`config.mk`:
```
export PLATFORM = sky130hd
export DESIGN_NAME = pwm_capture
export DESIGN_NICKNAME = d
export VERILOG_FILES = /design/src/rtl/pwm_capture.sv
export SDC_FILE = /design/constraint.sdc
export NUM_CORES = 1
export LEC_CHECK = 0
export ABC_AREA = 0
export CAP_MARGIN = 20
export CORE_MARGIN = 2
export CORE_UTILIZATION = 50
export CTS_CLUSTER_DIAMETER = 50
export DETAILED_ROUTE_END_ITERATION = 8
export HOLD_SLACK_MARGIN = 0.02
export PLACE_DENSITY = 0.84
export SLEW_MARGIN = 0
export SYNTH_ARGS = -nofsm -noshare
export SYNTH_HDL_FRONTEND = slang
export SYNTH_SLANG_ARGS = --single-unit
```
`constraint.sdc`:
```
create_clock -name clk -period 2.45 [get_ports clk]
set_clock_uncertainty 0.1 [all_clocks]
set_input_delay 0.3675 -clock clk [delete_from_list [all_inputs] [get_ports clk]]
set_output_delay 0.3675 -clock clk [all_outputs]
set_load 0.01 [all_outputs]
```
`src/rtl/pwm_capture.sv`:
```
// Measures high/low durations of an asynchronous PWM input in clk cycles and strobes each complete period.
// Optional glitch filter on the synchronized input is enabled with PWM_CAP_FILTER_EN.
module pwm_capture #(
   parameter int WIDTH       = 16,
   parameter int SYNC_STAGES = 2,
   parameter int FILTER_LEN  = 4
) (
   input  logic             clk,
   input  logic             rst,
   input  logic             pwm_in,
   output logic [WIDTH-1:0] high_time,
   output logic [WIDTH-1:0] low_time,
   output logic [WIDTH:0]   period,
   output logic             valid,
   output logic             timeout
);

   // state     | meaning
   // ARM       | wait for a settled low line before trusting edges
   // WAIT_RISE | line low, waiting for the first rising edge
   // HIGH      | counting high cycles
   // LOW       | counting low cycles; next rise publishes the period
   typedef enum logic [1:0] {ARM, WAIT_RISE, HIGH, LOW} state_t;

   localparam logic [WIDTH-1:0] CNT_MAX = {WIDTH{1'b1}};

`ifdef PWM_CAP_FILTER_EN
   localparam int PIPE_DEPTH = SYNC_STAGES + FILTER_LEN;
`else
   localparam int PIPE_DEPTH = SYNC_STAGES;
`endif
   localparam int WW = $clog2(PIPE_DEPTH + 1);

   state_t               state, state_nxt;
   logic [SYNC_STAGES-1:0] sync;
   logic                 s_sync, s, s_d, rise, fall;
   logic [WW-1:0]        warm_cnt;
   logic                 warm;
   logic [WIDTH-1:0]     cnt, high_tmp;
   logic                 cnt_ld, cnt_inc, cap_high, publish, sat;

   always_ff @(posedge clk) begin
      if (rst) sync <= '0;
      else     sync <= {sync[SYNC_STAGES-2:0], pwm_in};
   end
   assign s_sync = sync[SYNC_STAGES-1];

`ifdef PWM_CAP_FILTER_EN
   localparam int FW = $clog2(FILTER_LEN + 1);
   logic [FW-1:0] flt_cnt;
   logic          flt;

   always_ff @(posedge clk) begin
      if (rst) begin
         flt_cnt <= '0;
         flt     <= 1'b0;
      end else if (s_sync == flt) begin
         flt_cnt <= '0;
      end else if (flt_cnt == FW'(FILTER_LEN - 1)) begin
         flt     <= s_sync;
         flt_cnt <= '0;
      end else begin
         flt_cnt <= flt_cnt + 1'b1;
      end
   end
   assign s = flt;
`else
   assign s = s_sync;
`endif

   // Reset zeroes the input pipeline, so s reads low until it refills; ARM must not
   // mistake that for a real low on a line that is actually high.
   always_ff @(posedge clk) begin
      if (rst)        warm_cnt <= '0;
      else if (!warm) warm_cnt <= warm_cnt + 1'b1;
   end
   assign warm = (warm_cnt == WW'(PIPE_DEPTH));

   always_ff @(posedge clk) begin
      if (rst) s_d <= 1'b0;
      else     s_d <= s;
   end
   assign rise = s & ~s_d;
   assign fall = ~s & s_d;

   always_ff @(posedge clk) begin
      if (rst) state <= ARM;
      else     state <= state_nxt;
   end

   always_comb begin
      state_nxt = state;
      cnt_ld    = 1'b0;
      cnt_inc   = 1'b0;
      cap_high  = 1'b0;
      publish   = 1'b0;
      sat       = 1'b0;
      case (state)
         ARM:       if (warm && !s) state_nxt = WAIT_RISE;
         WAIT_RISE: if (rise) begin
                       cnt_ld    = 1'b1;
                       state_nxt = HIGH;
                    end
         HIGH:      if (fall) begin
                       cap_high  = 1'b1;
                       cnt_ld    = 1'b1;
                       state_nxt = LOW;
                    end else if (s) begin
                       if (cnt == CNT_MAX) begin
                          sat       = 1'b1;
                          state_nxt = ARM;
                       end else begin
                          cnt_inc = 1'b1;
                       end
                    end
         LOW:       if (rise) begin
                       publish   = 1'b1;
                       cnt_ld    = 1'b1;
                       state_nxt = HIGH;
                    end else if (!s) begin
                       if (cnt == CNT_MAX) begin
                          sat       = 1'b1;
                          state_nxt = ARM;
                       end else begin
                          cnt_inc = 1'b1;
                       end
                    end
         default:   state_nxt = ARM;
      endcase
   end

   always_ff @(posedge clk) begin
      if (rst) begin
         cnt       <= '0;
         high_tmp  <= '0;
         high_time <= '0;
         low_time  <= '0;
         period    <= '0;
         valid     <= 1'b0;
         timeout   <= 1'b0;
      end else begin
         valid <= publish;
         if (cnt_ld)       cnt <= {{(WIDTH-1){1'b0}}, 1'b1};
         else if (cnt_inc) cnt <= cnt + 1'b1;
         else if (sat)     cnt <= '0;
         if (cap_high) high_tmp <= cnt;
         if (publish) begin
            high_time <= high_tmp;
            low_time  <= cnt;
            period    <= {1'b0, high_tmp} + {1'b0, cnt};
            timeout   <= 1'b0;
         end else if (sat) begin
            timeout <= 1'b1;
         end
      end
   end

endmodule

```
==> qor.log <==
qor: routing.routed_wirelength 9761 um
qor: pwr.power.density_cell_area 574.1 nW/um2
qor: placement.portBuffers 53
qor: setup_path.worst_setup_path_end_kind flip-flop
qor: setup_path.reg2reg_setup_slack 0.20 ns
qor: synth.mapped_nets 536
qor: setup_path.worst-path-max-fanout 3
qor: timing.worst_slew_margin_rel 53.35%
qor: clock_network.clk_transition_reported_paths 0.09 ns
qor: layout.final_common_cell sky130_fd_sc_hd__nand2_1
qor: clock_network.clock_tree.root_cell sky130_fd_sc_hd__clkbuf_8
qor: floorplanning.placeableCoreArea 8093 um2
qor: routing.detail_route.wl_per_cell 14.38 um
qor: setup_path.timing.critical_path.from cnt[0]$_SDFFE_PP0P_
qor: timing.timing.setup.tns 0 ns
qor: timing.worst_hold_slack 0.3238 ns
qor: floorplanning.die_area 8959 um2
qor: clock_network.clock_tree.buffer_depth 2
qor: pwr.total_power 2.901 mW
qor: synth.syn-instance-count 514
qor: synth.synth_seq_area_share 43.85%
qor: synth.ys_seq_elements 90
qor: hold_path.hold_start rst
qor: pwr.static-leakage-power 1.869 nW
qor: floorplanning.num_io_pins 54
qor: grt.first_global_vias 3592
qor: pwr.power.ir.vdd_worst 0.4250 mV
qor: timing.final_period_minus_worst_setup_slack 2.252 ns
qor: layout.drive_above_1_share 7.666%
qor: setup_path.timing.critical_path.from_type flip-flop
qor: routing.drt-pass1-iter-count 5
qor: synth.mappedNetlistArea 4109 um2
qor: clock_network.cts_inserted_buffers 9
qor: hold_path.min-delay-path-class input pin to flip-flop
qor: routing.vias_per_cell 5.517
qor: floorplanning.die_y 94.65 um
qor: hold_path.min_delay_path_depth 2
qor: layout.synthToLayoutAreaGrowth 22.96%
qor: timing.fmax 444.1 MHz
qor: routing.total_number_of_vias 3746
qor: setup_path.critPathArrivalTime 2.41 ns
qor: timing.final-setup-viol-count 0
qor: timing.worst_slew_pin_slew 0.6980 ns
qor: synth.yosysWarnings 0
qor: synth.synth_edf_count 0
qor: layout.antenna_cells 0
qor: clock_network.clock_sinks 90
qor: routing.antenna_left 0
qor: floorplanning.initial_utilization 50.77%
qor: setup_path.regToRegStartpoint cnt[0]$_SDFFE_PP0P_
qor: clock_network.insertion_delay 0.36 ns
qor: clock_network.cts_htree_levels 3
qor: floorplanning.die_x 94.65 um
qor: routing.first_iter_violations 277
qor: grt.number_of_antenna_violations_at_the_first_check_in_global_routing 0
qor: synth.yosys.cell_types.count 47
qor: grt.grt_start_max_net_pins 31
qor: timing.rsz0062_at_grt false
qor: placement.dp.final_hpwl 7057 um
qor: grt.grt_use_total 23.18%
qor: setup_path.crit_required 2.60 ns
qor: synth.synth_ff_type sky130_fd_sc_hd__dfxtp_1
qor: floorplanning.rows 33
qor: synth.synthesis.area_per_instance 7.994 um2
qor: clock_network.cts_tree built
qor: setup_path.critPathKind flip-flop to flip-flop
qor: grt.grt_remaining_overflow 0
qor: placement.routabilityCongestion 0.8975
qor: timing.slew_violations 0
qor: routing.post-route-drc-count 0
qor: layout.layout_common_cells sky130_fd_sc_hd__nand2_1, sky130_fd_sc_hd__dfxtp_1, sky130_fd_sc_hd__a21oi_1
qor: grt.grt_pass1_wl 16480 um
qor: layout.fill_cells 721
qor: job.maxCapViolCount 0
qor: setup_path.reg2reg_depth 9
qor: timing.final_min_period_over_clock_period 91.91%
qor: setup_path.worstReg2RegEnd period[10]$_SDFFE_PP0P_
qor: synth.postSynth.asyncResetShare 0%
qor: hold_path.worstHoldEndpoint period[0]$_SDFFE_PP0P_
qor: outcome.outcome completed
qor: timing.timing_hold_violations_final 0
qor: layout.num-nets-final 591
-- worst max-delay path: stages, from the launching register on --
cell and delay (ns):
sky130_fd_sc_hd__dfxtp_1 0.32, sky130_fd_sc_hd__ha_1 0.22, sky130_fd_sc_hd__fa_1 0.42, sky130_fd_sc_hd__a21oi_1 0.20, sky130_fd_sc_hd__nor2_1 0.08, sky130_fd_sc_hd__o221ai_2 0.23, sky130_fd_sc_hd__buf_4 0.17, sky130_fd_sc_hd__o21bai_1 0.08
sky130_fd_sc_hd__xor2_1 0.15, sky130_fd_sc_hd__a22o_1 0.18
-- area by class of cell --
type,instances,area [um2],area share [%]
clock inverters,5,107.6,2.130
repair buffers,75,690.7,13.67
well taps,105,131.4,2.600
clock buffers,11,151.4,2.997
multi-input cells,386,2143,42.42
flip-flops and latches,90,1802,35.66
inverters,7,26.28,0.5201
-- state kept, by name, summed over array words and instances (netlist names) --
name	cells
cnt	16
high_time	16
high_tmp	16
low_time	16
period	17
s_d	1
state	2
sync	2
timeout	1
valid	1
warm_cnt	2
-- cell families after synthesis --
group,count (synthesis),share of synthesized area [%]
XOR/XNOR,21,4.476
multiplexers,2,0.4872
adder cells (fa/ha/maj),19,5.968
AO/OA/AOI/OAI,125,17.54
buffers and inverters,38,4.141
AND/OR/NAND/NOR,219,23.54
flip-flops,90,43.85
-- synthesized netlist by cell type, drive strengths merged, types with 2 or more instances --
master / n / area (um2)
a2111oi: 2 / 17.52
a211o: 3 / 26.28
a211oi: 4 / 30.03
a21o: 5 / 37.54
a21oi: 73 / 365.4
a31o: 3 / 26.28
a31oi: 4 / 25.02
and2: 2 / 12.51
and3: 7 / 43.79
and4: 2 / 17.52
buf: 10 / 65.06
clkbuf: 21 / 78.83
dfxtp: 90 / 1802
ha: 18 / 225.2
inv: 7 / 26.28
mux2i: 2 / 20.02
nand2: 122 / 457.9
nand2b: 2 / 12.51
nand3: 18 / 90.09
nand4: 9 / 56.30
nor2: 36 / 137.6
nor2b: 7 / 43.79
nor3: 2 / 10.01
nor4b: 2 / 17.52
o211ai: 4 / 30.03
o21a: 2 / 15.01
o21ai: 18 / 90.08
or3: 5 / 31.28
xnor2: 11 / 96.34
xor2: 10 / 87.58
-- what timing repair did --
action                     4_1_cts  5_1_grt
buffers inserted                 0        1
hold endpoints to repair         0        0
setup endpoints to repair        0        2
gates resized for setup          0        1
hold buffers                     0        0
-- metrics by stage --
step                area, um2  util [%]  setup slack, ns  cells
floorplan                4109         -           0.3163    514
global placement         4780     59.06           0.1862    662
detailed placement       4780     59.06           0.1381    662
CTS                      5039     62.26           0.1207    678
global route             5052     62.43         0.004992    679
finish                   5052     62.43           0.1982    679
-- where the power goes --
group	internal, mW	switching (mW)
clock	0.739	0.527
combinational	0.0521	0.0747
sequential	1.49	0.0226
-- how the worst max path moves through the flow --
stage                                    endpoint  slack (ns)  depth (start not counted)
after floorplan           period[12]$_SDFFE_PP0P_        0.32                          8
final                     period[10]$_SDFFE_PP0P_        0.20                          9
after detailed placement  period[12]$_SDFFE_PP0P_        0.14                          8
after global placement    period[12]$_SDFFE_PP0P_        0.19                          8
after global routing      period[12]$_SDFFE_PP0P_       0.005                          7
after CTS                 period[12]$_SDFFE_PP0P_        0.12                          8
-- per-layer routing --
metal,track usage (%),up-vias,share of wire (%)
li1,-,1871,-
met1,29.67,1732,45
met2,38.53,118,48
met3,3.432,25,4.3
met4,10.63,0,2.7
met5,0,-,0
Note: power is estimated with default switching activity, not from simulation.
